==> config.mk <==
export PLATFORM = sky130hd
export DESIGN_NAME = rom_stream_reader_flat
export DESIGN_NICKNAME = d
export VERILOG_FILES = /design/src/rtl/rom_stream_reader_if.sv /design/src/rtl/rom_stream_reader.sv /design/src/flat_wrapper.sv
export SDC_FILE = /design/constraint.sdc
export NUM_CORES = 1
export LEC_CHECK = 0
export BUFFER_PORTS_ARGS = -buffer_cell sky130_fd_sc_hd__buf_2
export CORE_ASPECT_RATIO = 0.7
export CORE_UTILIZATION = 58
export DETAILED_ROUTE_END_ITERATION = 7
export MAX_ROUTING_LAYER = met4
export PLACE_DENSITY = 0.82
export SYNTH_ARGS = -nofsm -noshare
export SYNTH_HDL_FRONTEND = slang
export SYNTH_SLANG_ARGS = --single-unit
==> constraint.sdc <==
create_clock -name clk -period 4.1 [get_ports clk]
set_clock_uncertainty 0.2 [all_clocks]
set_input_delay 0 -clock clk [delete_from_list [all_inputs] [get_ports clk]]
set_output_delay 0 -clock clk [all_outputs]
set_load 0.01 [all_outputs]
==> src/rtl/rom_stream_reader_if.sv <==
// Valid/ready word stream with a last marker, as produced by rom_stream_reader.
// The master drives data/valid/last and the slave drives ready.
interface rom_stream_reader_if #(
  parameter int unsigned DATA_WIDTH = 8
) ();
  logic [DATA_WIDTH-1:0] m_data;
  logic                  m_valid;
  logic                  m_ready;
  logic                  m_last;

  modport master (
    output m_data,
    output m_valid,
    output m_last,
    input  m_ready
  );

  modport slave (
    input  m_data,
    input  m_valid,
    input  m_last,
    output m_ready
  );
endinterface

==> src/rtl/rom_stream_reader.sv <==
// Burst reader for a synchronous single-port ROM: issues contiguous reads and
// buffers the registered read data in a 4-entry FWFT FIFO feeding a valid/ready stream.
module rom_stream_reader #(
  parameter int unsigned ADDR_WIDTH = 9,
  parameter int unsigned DATA_WIDTH = 8,
  parameter int unsigned FIFO_DEPTH = 4
) (
  input  logic                  clk,
  input  logic                  rst,
  input  logic                  start,
  input  logic [ADDR_WIDTH-1:0] start_addr,
  input  logic [ADDR_WIDTH:0]   length,
  output logic                  busy,
  output logic                  done,
  output logic [ADDR_WIDTH-1:0] raddr,
  input  logic [DATA_WIDTH-1:0] q,
  rom_stream_reader_if.master   m
);

  localparam logic [ADDR_WIDTH:0]   LenOne  = {{ADDR_WIDTH{1'b0}}, 1'b1};
  localparam logic [ADDR_WIDTH:0]   LenZero = '0;
  localparam logic [ADDR_WIDTH-1:0] AddrOne = {{(ADDR_WIDTH-1){1'b0}}, 1'b1};
  localparam logic [2:0]            FifoCap = 3'(FIFO_DEPTH);

  typedef enum logic [1:0] {StIdle, StRun, StDrain} state_e;

  state_e state_q, state_d;

  logic [ADDR_WIDTH:0]   issue_left_q;
  logic [ADDR_WIDTH:0]   out_left_q;
  // v0: read issued (raddr holds it); v1: ROM sampled it, q valid this cycle
  logic                  v0_q, v1_q;
  logic [DATA_WIDTH-1:0] mem_q [FIFO_DEPTH];
  logic [1:0]            wr_ptr_q, rd_ptr_q;
  logic [2:0]            count_q;

  logic       accept, zero_done, issue_run, last_hs;
  logic       push, pop;
  logic [2:0] occupancy;

  assign push      = v1_q;
  assign pop       = m.m_valid && m.m_ready;
  // Pops this cycle are not credited, keeping the FIFO overflow-free by construction.
  assign occupancy = count_q + {2'b00, v0_q} + {2'b00, v1_q};

  // State register
  always_ff @(posedge clk or posedge rst) begin
    if (rst) begin
      state_q <= StIdle;
    end else begin
      state_q <= state_d;
    end
  end

  // Next-state logic
  always_comb begin
    state_d = state_q;
    unique case (state_q)
      StIdle:  if (start && (length != LenZero)) state_d = StRun;
      StRun:   if (issue_left_q == LenZero) state_d = StDrain;
      StDrain: if (pop && (out_left_q == LenOne)) state_d = StIdle;
      default: state_d = StIdle;
    endcase
  end

  // FSM decoded controls
  always_comb begin
    accept    = 1'b0;
    zero_done = 1'b0;
    issue_run = 1'b0;
    last_hs   = 1'b0;
    unique case (state_q)
      StIdle: begin
        accept    = start && (length != LenZero);
        zero_done = start && (length == LenZero);
      end
      StRun: begin
        issue_run = (issue_left_q != LenZero) && (occupancy < FifoCap);
      end
      StDrain: begin
        last_hs = pop && (out_left_q == LenOne);
      end
      default: ;
    endcase
  end

  // Read issue, counters and status flags
  always_ff @(posedge clk or posedge rst) begin
    if (rst) begin
      raddr        <= '0;
      issue_left_q <= '0;
      out_left_q   <= '0;
      v0_q         <= 1'b0;
      v1_q         <= 1'b0;
      busy         <= 1'b0;
      done         <= 1'b0;
    end else begin
      // Loading start_addr is itself the first issue of the burst.
      if (accept) begin
        raddr        <= start_addr;
        issue_left_q <= length - LenOne;
      end else if (issue_run) begin
        raddr        <= raddr + AddrOne;
        issue_left_q <= issue_left_q - LenOne;
      end

      if (accept) begin
        out_left_q <= length;
      end else if (pop) begin
        out_left_q <= out_left_q - LenOne;
      end

      v0_q <= accept || issue_run;
      v1_q <= v0_q;

      if (accept) begin
        busy <= 1'b1;
      end else if (last_hs) begin
        busy <= 1'b0;
      end
      done <= zero_done || last_hs;
    end
  end

  // Output FIFO storage and pointers
  always_ff @(posedge clk or posedge rst) begin
    if (rst) begin
      for (int i = 0; i < int'(FIFO_DEPTH); i++) begin
        mem_q[i] <= '0;
      end
      wr_ptr_q <= '0;
      rd_ptr_q <= '0;
      count_q  <= '0;
    end else begin
      if (push) begin
        mem_q[wr_ptr_q] <= q;
        wr_ptr_q        <= wr_ptr_q + 2'd1;
      end
      if (pop) begin
        rd_ptr_q <= rd_ptr_q + 2'd1;
      end
      count_q <= count_q + {2'b00, push} - {2'b00, pop};
    end
  end

  // Stream outputs come straight from the FIFO head
  always_comb begin
    m.m_valid = (count_q != 3'd0);
    m.m_data  = m.m_valid ? mem_q[rd_ptr_q] : '0;
    m.m_last  = m.m_valid && (out_left_q == LenOne);
  end

endmodule

==> src/flat_wrapper.sv <==
// flat-port wrapper written by rule: the top's interface ports become plain ports
module rom_stream_reader_flat 
#(
  parameter int unsigned ADDR_WIDTH = 9,
  parameter int unsigned DATA_WIDTH = 8,
  parameter int unsigned FIFO_DEPTH = 4
)
  (clk, rst, start, start_addr, length, busy, done, raddr, q, m_m_data, m_m_valid, m_m_last, m_m_ready);
  rom_stream_reader_if #(.DATA_WIDTH(DATA_WIDTH)) m_i ();
  input  logic clk;
  input  logic rst;
  input  logic start;
  input  logic [ADDR_WIDTH-1:0] start_addr;
  input  logic [ADDR_WIDTH:0] length;
  output logic busy;
  output logic done;
  output logic [ADDR_WIDTH-1:0] raddr;
  input  logic [DATA_WIDTH-1:0] q;
  output wire logic [$bits(m_i.m_data)-1:0] m_m_data;
  output wire logic [$bits(m_i.m_valid)-1:0] m_m_valid;
  output wire logic [$bits(m_i.m_last)-1:0] m_m_last;
  input wire logic [$bits(m_i.m_ready)-1:0] m_m_ready;
  assign m_m_data = m_i.m_data;
  assign m_m_valid = m_i.m_valid;
  assign m_m_last = m_i.m_last;
  assign m_i.m_ready = m_m_ready;
  rom_stream_reader #(.ADDR_WIDTH(ADDR_WIDTH), .DATA_WIDTH(DATA_WIDTH), .FIFO_DEPTH(FIFO_DEPTH)) u_core (.clk(clk), .rst(rst), .start(start), .start_addr(start_addr), .length(length), .busy(busy), .done(done), .raddr(raddr), .q(q), .m(m_i));
endmodule
==> results.cfg, run 1 <==
[run_status]
outcome = completed

[finish]
final_nets = 496
drive_gt1_share_pct = 29.4
final_util_pct = 75.6
finalInstanceArea_sq_mm = 0.00488
antennaDiodeCount = 0
final_cell_count_no_fill = 547
area_delta_synth_final_pct = 21.3

[synthesis]
synth-seq-cells = 74
synth.top_cells.by_area = dfrtp_1 (46%), mux2_2 (9.2%), mux4_2 (4.5%)
post_synth_edffs = 0
syn_area_per_cell_sq_um = 11.0
postSynth.asyncResetShare_pct = 100
ys_seq_area_share_pct = 46.0
ys.flop_type = dfrtp_1
yosys.cell_count.top_type = dfrtp_1
yosys_warnings = 0
synthCells = 366
yosysUniqueCellTypes = 59
yosys.area.top_type = dfrtp_1
mappedNetlistArea_sq_mm = 0.00402
postSynthNetCount = 409
synthTopCellsByCount = dfrtp_1 (74), nand2_1 (43), mux2_2 (33)
synth_top_cell_area_share_pct = 46.0

[clocking]
cts-buffers-inserted = 9
cts_tree = done
clock_latency_ps = 340
cts_root_buf = clkbuf_8
cts_num_sinks = 74
buffer_levels_on_the_longest_clock_path = 2
cts-htree-levels = 3
cts_setup_buffers = 0
path_clk_slew_ps = 70

[die]
placeable_core_area_sq_mm = 0.00646
start_util_pct = 62.3
die_h_um = 71.7
number_of_cell_rows = 24
die_extent_in_x_um = 102
boundaryPins = 52
dieArea_sq_mm = 0.00728

[routing]
post_drt_wl_per_cell_um = 16.7
via_count = 3170
vias_per_cell = 5.80
detail_route.iter0.violations = 220
detail_route.first_pass.iterations = 7
drc_markers = 0
wirelength_mm = 9.14
ant_nets = 0

[job]
max_cap_viol_count = 0

[timing]
tightest_slew_ps = 617
hold_violations = 0
post-route-period-util_pct = 69.1
setup_tns_final_ps = 0
finalWorstSetupSlack_ps = 1270
timing.max_slew.rel_slack_pct = 58.6
rsz0062_at_grt = no
slew_violations = 0
setup_viol = 0
fin_crit_ps = 2830
fmax_mhz = 353

[power]
power.density_mw_per_mm2 = 769
vdd.ir_drop.worst_mv = 0.405
static-leakage-power_nw = 2.08

[min_path]
holdCritPathClass = in -> async

[critical_path]
worst_setup_path_end_kind = flop
path_cells = nor3b_1 -> buf_4 -> nand2_1 -> a21boi_0 -> ha_1 -> nand2_1 -> a211oi_2 -> a21boi_2 -> xnor2_1 -> o211ai_2
critical_path.max_fanout = 12
worstSetupStartpointType = flop
start_to_end_type_of_the_worst_setup_path = reg -> reg
critical_path_arrival_ps = 2830
critical_path.max_stage_delay_ps = 430
cp_data_required_time_ps = 4100
cp_slowest_cell = dfrtp_1
path_common_cell = nand2_1

[grt]
grt_max_degree = 47
overflow = 0
antenna_found_initial = 0
grt_pass1_wl_mm = 15.1
globalRouteTotalUtil_pct = 28.0
first_global_vias = 3087

[placement]
dpl.cell_count = 501
pre_cts_slack_ps = 1390
place.detailed.hpwl_mm = 6.22
gpl.final_weighted_congestion = 0.915
post_dp_cell_area_sq_mm = 0.00437
place.port_buffers = 51
## layer usage
layer  vias up  global-route usage [%]  share of wire, %  wire [um]
met2       143                    42.9                46       4230
li1       1477                       -                 -          -
met5         -                       -                 0          0
met3        10                    5.66               7.1        650
met4         0                    9.34              0.86         79
met1      1540                    37.6                46       4180
## placed cells by master (no fill, tap or decap), types with 4 or more instances in the layout
master	count
and3_1	4
nand4_1	5
mux2_2	33
mux4_2	8
inv_1	13
dfrtp_1	74
xor2_1	12
ha_1	11
o21ai_0	20
a31oi_1	4
nor4_1	6
nand2_1	43
o22ai_1	4
clkbuf_8	11
o21ai_1	4
buf_2	51
nor2b_1	8
a21oi_1	5
nor2_1	17
xnor2_1	13
buf_4	5
dlygate4sd3_1	32
nor3_1	10
nand3_1	6
## flip-flops by register name (all words and copies together) (netlist names), 2 cells and up
signal / count
u_core.mem_q: 32
u_core.issue_left_q: 10
u_core.out_left_q: 10
u_core.raddr: 9
u_core.count_q: 3
u_core.rd_ptr_q: 2
u_core.state_q: 2
u_core.wr_ptr_q: 2
## critical path: cells and delay by family, from the launching register on
kind / cells / cell delay (ps)
and+or+nand+nor: 3 / 510
xor gates and xnor gates: 1 / 180
AOI/OAI and AO/OA: 4 / 890
DFF: 1 / 430
buffers and inverters: 1 / 220
adders and majority gates: 1 / 260
## stage by stage
| stage | power (W) | hold WS (ps) |
|---|---|---|
| 2_1_floorplan | 0.00265 | -83.2 |
| 5_1_grt | 0.00401 | 122 |
| 6_report | 0.00375 | 62.3 |
| 4_1_cts | 0.00375 | 72.5 |
| 3_5_place_dp | 0.00313 | -104 |
| 3_3_place_gp | 0.00303 | -97.4 |
## path summary, 6_finish.rpt
path,from,endpoint,slack (ps),cells past startpoint
worst max-delay path,u_core.state_q[0],u_core.issue_left_q[8],1270,10
worst min-delay path,rst,u_core.mem_q[13],60,3
worst max register to register,u_core.state_q[0],u_core.issue_left_q[8],1270,10
worst min register to register,u_core.v0_q,u_core.push,220,0
max in group asynchronous,rst,u_core.issue_left_q[0],2660,4
min in group clk,start_addr[3],u_core.raddr[3],200,4
## cell families after synthesis
family / count (synthesis) / synth area share, %
AOI/OAI and AO/OA: 60 / 10.8
and+or+nand+nor: 125 / 16.3
xor gates and xnor gates: 25 / 5.44
adders and majority gates: 12 / 3.92
DFF: 74 / 46.0
buffers and inverters: 26 / 2.86
muxes: 44 / 14.6
## layout make-up
class                      instances  area, sq um
inverter                          14         52.6
fill                             413         1580
sequential                        74         1850
multi-input combinational        266         2060
clock inverter                     2         37.5
clock buffer                      12          155
tap                               91          114
timing repair buffer              88          613
## timing repair
item                      in CTS  in global routing
hold buffers                  32                  0
hold endpoints to repair      91                  0
resized for setup              0                  0
## power by group
| part | switching [W] | internal, W |
|---|---|---|
| registers | 0.000363 | 0.00110 |
| clock network | 0.000251 | 0.000308 |
| logic | 0.000850 | 0.000883 |
| total | 0.00146 | 0.00229 |
Power figures use the tool's default switching activity.
==> inputs of run 2 (changes only) <==
Settings changed: ABC_AREA set to 1, CORE_UTILIZATION 58 to 52, PLACE_DENSITY 0.82 to 0.78.
Clock period 4.1 ns to 2.4 ns, I/O delays scaled along.
==> results.cfg, run 2 <==
[run_status]
outcome = completed

[finish]
layout_commonest_cell = nand2_1
largest_register_ffs = 32
reg_top3 = u_core.mem_q x32, u_core.issue_left_q x10, u_core.out_left_q x10
layout_common_cells = nand2_1 (120), dfrtp_1 (74), nor2_1 (72), o21ai_0 (61)
antennaDiodeCount = 0
top_register = u_core.mem_q
drive_gt1_share_pct = 17.0
final_cell_count_no_fill = 698
final_nets = 639
area_delta_synth_final_pct = 24.4
finalInstanceArea_sq_mm = 0.00496

[die]
start_util_pct = 54.2
number_of_cell_rows = 26
dieArea_sq_mm = 0.00802
placeable_core_area_sq_mm = 0.00735
boundaryPins = 52
die_extent_in_x_um = 107
die_h_um = 75.2

[placement]
dpl.cell_count = 646
place.detailed.hpwl_mm = 6.65
place.port_buffers = 51
gpl.final_weighted_congestion = 0.879
post_dp_cell_area_sq_mm = 0.00435

[synthesis]
mappedNetlistArea_sq_mm = 0.00398
yosys.area.top_type = dfrtp_1
yosysUniqueCellTypes = 38
synthCells = 505
syn_area_per_cell_sq_um = 7.89
synth.top_cells.by_area = dfrtp_1 (46%), nand2_1 (11%), o21ai_0 (7.7%)
yosys.cell_count.top_type = nand2_1
post_synth_edffs = 0
ys.flop_type = dfrtp_1
ys_seq_area_share_pct = 46.5
synth-seq-cells = 74
synthTopCellsByCount = nand2_1 (120), dfrtp_1 (74), nor2_1 (72)
yosys_warnings = 0
postSynthNetCount = 548
synth_top_cell_area_share_pct = 46.5
postSynth.asyncResetShare_pct = 100

[job]
max_cap_viol_count = 0

[routing]
drc_markers = 0
post_drt_wl_per_cell_um = 14.9
vias_per_cell = 5.43
wirelength_mm = 10.4
detail_route.first_pass.iterations = 8
via_count = 3793
detail_route.iter0.violations = 388
ant_nets = 0

[critical_path]
worst_setup_path_end_kind = flop
critical_path.max_fanout = 4
path_cells = nor3_4 -> inv_1 -> nand2_1 -> inv_2 -> ha_1 -> inv_1 -> ha_1 -> inv_1 -> fa_1 -> xnor2_1
path_common_cell = inv_1
critical_path.max_stage_delay_ps = 450
start_to_end_type_of_the_worst_setup_path = reg -> reg
worstSetupStartpointType = flop
critical_path_arrival_ps = 2310
cp_data_required_time_ps = 2440
cp_slowest_cell = dfrtp_1

[timing]
fin_crit_ps = 2260
fmax_mhz = 442
tightest_slew_ps = 572
setup_tns_final_ps = 0
setup_viol = 0
hold_violations = 0
slew_violations = 0
post-route-period-util_pct = 94.2
timing.max_slew.rel_slack_pct = 61.8
rsz0062_at_grt = no

[clocking]
cts-htree-levels = 3
clock_latency_ps = 360
cts-buffers-inserted = 9
path_clk_slew_ps = 80
cts_tree = done
buffer_levels_on_the_longest_clock_path = 2
cts_root_buf = clkbuf_8
cts_num_sinks = 74

[grt]
first_global_vias = 3309
grt_max_degree = 51
globalRouteTotalUtil_pct = 27.2
grt_pass1_wl_mm = 16.0
antenna_found_initial = 0
overflow = 0

[power]
static-leakage-power_nw = 2.46
vdd.ir_drop.worst_mv = 0.540
power.density_mw_per_mm2 = 1380

[min_path]
holdCritPathClass = in -> async
-- run 2: cell types whose count changed in the layout (fill, tap and decap cells not counted), sizes merged, moves of 14 or more --
cell | before | now
inv | 14 | 56
mux2 | 34 | 0
nand2 | 43 | 124
nand3 | 6 | 20
nor2 | 19 | 77
o21ai | 25 | 67
-- run 2: logic make-up after synthesis --
kind of cell | share of synthesized area, %
simple gates | 24.1
compound gates | 15.0
flops | 46.5
buf+inv | 7.35
xor+xnor | 3.08
fa+ha+maj | 3.96
-- run 2: worst max-delay path, delay by kind of cell, from the launching register on --
family / cells / cell delay [ps]
buffers and inverters: 4 / 250
DFF: 1 / 450
xor gates and xnor gates: 1 / 140
adders and majority gates: 3 / 820
and+or+nand+nor: 2 / 290
-- run 2: area by class of cell --
class | instances | area, sq um
fillers | 579 | 2400
repair buffers | 94 | 672
well taps | 98 | 123
multi-input cells | 360 | 1860
inverters | 57 | 214
clock buffers | 10 | 138
flip-flops and latches | 74 | 1850
clock inverters | 5 | 103
-- run 2: where the power goes --
group          total [W]  internal (W)  switching, W
Sequential       0.00236       0.00186      0.000499
Clock            0.00119      0.000711      0.000476
Combinational    0.00327       0.00127       0.00200
Total            0.00682       0.00384       0.00297
-- run 2: timing repair --
action                                  in CTS  in global routing
gates resized for setup                      0                  2
setup buffers                                0                  5
endpoints found under the setup margin       0                  8
hold endpoints to repair                   135                  0
hold buffers                                31                  0
-- run 2: final timing paths --
check / from / to / slack, ps / cells after the start
max in group asynchronous: rst / u_core.mem_q[4] / 1300 / 4
setup / recovery: u_core.count_q[2] / u_core.count_q[2] / 140 / 10
hold reg to reg: u_core.v0_q / u_core.push / 240 / 0
setup reg to reg: u_core.count_q[2] / u_core.count_q[2] / 140 / 10
min in group clk: u_core.v0_q / u_core.push / 240 / 0
hold / removal: rst / u_core.mem_q[17] / 40 / 3
-- run 2: metrics by stage --
step | setup slack (ps) | util [%] | hold WS, ps | power [W]
detailed placement | 192 | 59.1 | -109 | 0.00544
global placement | 249 | 59.1 | -115 | 0.00527
finish | 139 | 67.4 | 39.1 | 0.00682
floorplan | 10.0 | - | -67.0 | 0.00458
global route | 13.7 | 67.4 | 69.8 | 0.00736
CTS | 60.2 | 66.6 | 53.8 | 0.00671
-- run 2: metal layers --
metal	global-route usage (%)	routed length (um)	share of wire, %	vias to the layer above
met1	35.8	4690	45	1736
met5	-	0	0	-
met2	41.4	4630	44	195
met3	7.62	822	7.9	36
met4	8.22	280	2.7	0
li1	-	-	-	1826
==> inputs of run 3 (changes only) <==
Settings changed: CORE_UTILIZATION 52 to 60, PLACE_DENSITY 0.78 to 0.84.
Clock period 2.4 ns to 2.89 ns, I/O delays scaled along.
==> results.cfg, run 3 (same netlist as run 2, synthesis figures left out) <==
[run_status]
outcome = completed

[die]
start_util_pct = 63.2
die_h_um = 70.2
die_extent_in_x_um = 99.4
dieArea_sq_mm = 0.00697
placeable_core_area_sq_mm = 0.00631
boundaryPins = 52
number_of_cell_rows = 24

[finish]
layout_commonest_cell = nand2_1
reg_top3 = u_core.mem_q x32, u_core.issue_left_q x10, u_core.out_left_q x10
layout_common_cells = nand2_1 (120), dfrtp_1 (74), nor2_1 (72), o21ai_0 (61)
largest_register_ffs = 32
area_delta_synth_final_pct = 20.9
layout.filler_cells = 442
multi_input_area_sq_mm = 0.00184
drive_gt1_share_pct = 15.5
final_util_pct = 76.4
top_register = u_core.mem_q
final_cell_count_no_fill = 671
antennaDiodeCount = 0
final_nets = 631
final-seq-area_sq_mm = 0.00185

[timing]
post-route-period-util_pct = 94.8
slew_violations = 0
setup_tns_final_ps = 0
setup_viol = 0
hold_violations = 0
fmax_mhz = 365
timing.max_slew.rel_slack_pct = 39.4
tightest_slew_ps = 910
fin_crit_ps = 2740
hold_slack_ps = 227
rsz0062_at_grt = no

[clocking]
cts_root_buf = clkbuf_8
cts_num_sinks = 74
cts-buffers-inserted = 9
path_clk_slew_ps = 80
cts_repair_resize_count = 0
buffer_levels_on_the_longest_clock_path = 2
cts-htree-levels = 3
cts_tree = done
clock_latency_ps = 360

[routing]
vias_per_cell = 5.58
post_drt_wl_per_cell_um = 14.7
drc_markers = 0
ant_nets = 0
via_count = 3742
wirelength_mm = 9.88
detail_route.iter0.violations = 446
detail_route.first_pass.iterations = 5

[job]
max_cap_viol_count = 0

[grt]
overflow = 0
first_global_vias = 3499
grt_pass1_wl_mm = 16.6
grt_max_degree = 75
antenna_found_initial = 0
globalRouteTotalUtil_pct = 31.6

[power]
power.density_mw_per_mm2 = 1140
power_w = 0.00547
static-leakage-power_nw = 2.41
vdd.ir_drop.worst_mv = 0.489

[placement]
gpl.final_weighted_congestion = 0.965
dpl.cell_count = 624
place.port_buffers = 51
place.detailed.hpwl_mm = 6.50

[critical_path]
rr_worst_depth = 8
start_to_end_type_of_the_worst_setup_path = in -> reg
critical_path.max_fanout = 26
critical_path_arrival_ps = 2830
worst_setup_path_end_kind = flop
worstSetupStartpointType = input pin
cp_data_required_time_ps = 2980

[min_path]
holdCritPathClass = reg -> reg
min_path_cells = 0
==> run 3: final timing paths <==
| check | start | slack [ps] | end |
|---|---|---|---|
| min in group asynchronous | rst | 260 | u_core.raddr[2] |
| min reg2reg | u_core.v0_q | 230 | u_core.push |
| max in group asynchronous | rst | 1640 | u_core.count_q[0] |
| max | length[7] | 150 | u_core.out_left_q[5] |
| max reg2reg | u_core.state_q[1] | 450 | u_core.out_left_q[5] |
| min | u_core.v0_q | 230 | u_core.push |
==> run 3: final cells by class <==
type | count | share of cell area [%]
tap | 78 | 2.03
inverter | 57 | 4.44
clock inverter | 5 | 1.64
clock buffer | 11 | 2.73
sequential | 74 | 38.5
multi-input combinational | 359 | 38.2
timing repair buffer | 87 | 12.5
==> run 3: critical path, cell delays in order <==
cell and delay [ps]:
dlygate4sd3_1 540, buf_2 140, nor2_2 140, nand3_1 130
o21bai_4 580, inv_2 190, nor2_1 170, nand2_1 90
o311ai_1 240, dlygate4sd3_1 600
==> run 3: layer usage <==
metal | vias up | GRT usage (%) | routed length [um]
met3 | 18 | 8.01 | 859
met1 | 1746 | 43.0 | 4470
met4 | 0 | 8.33 | 102
li1 | 1803 | - | -
met5 | - | - | 0
met2 | 175 | 47.5 | 4460
==> run 3: per-stage QoR <==
stage | setup slack (ps) | area, sq um
3_5_place_dp | 521 | 4300
5_1_grt | 28.5 | 4820
6_report | 149 | 4820
2_1_floorplan | 480 | 3980
3_3_place_gp | 558 | 4300
4_1_cts | 245 | 4820
==> run 3: timing repair <==
action	4_1_cts	5_1_grt
hold endpoints to repair	134	0
buffers inserted	0	0
hold buffers	31	0
==> run 3: power breakdown <==
group | internal [W] | switching [W] | leakage (nW) | total [W]
Combinational | 0.00101 | 0.00162 | 1.41 | 0.00263
Sequential | 0.00154 | 0.000417 | 0.893 | 0.00196
Clock | 0.000486 | 0.000394 | 0.107 | 0.000880
Total | 0.00304 | 0.00244 | 2.41 | 0.00547
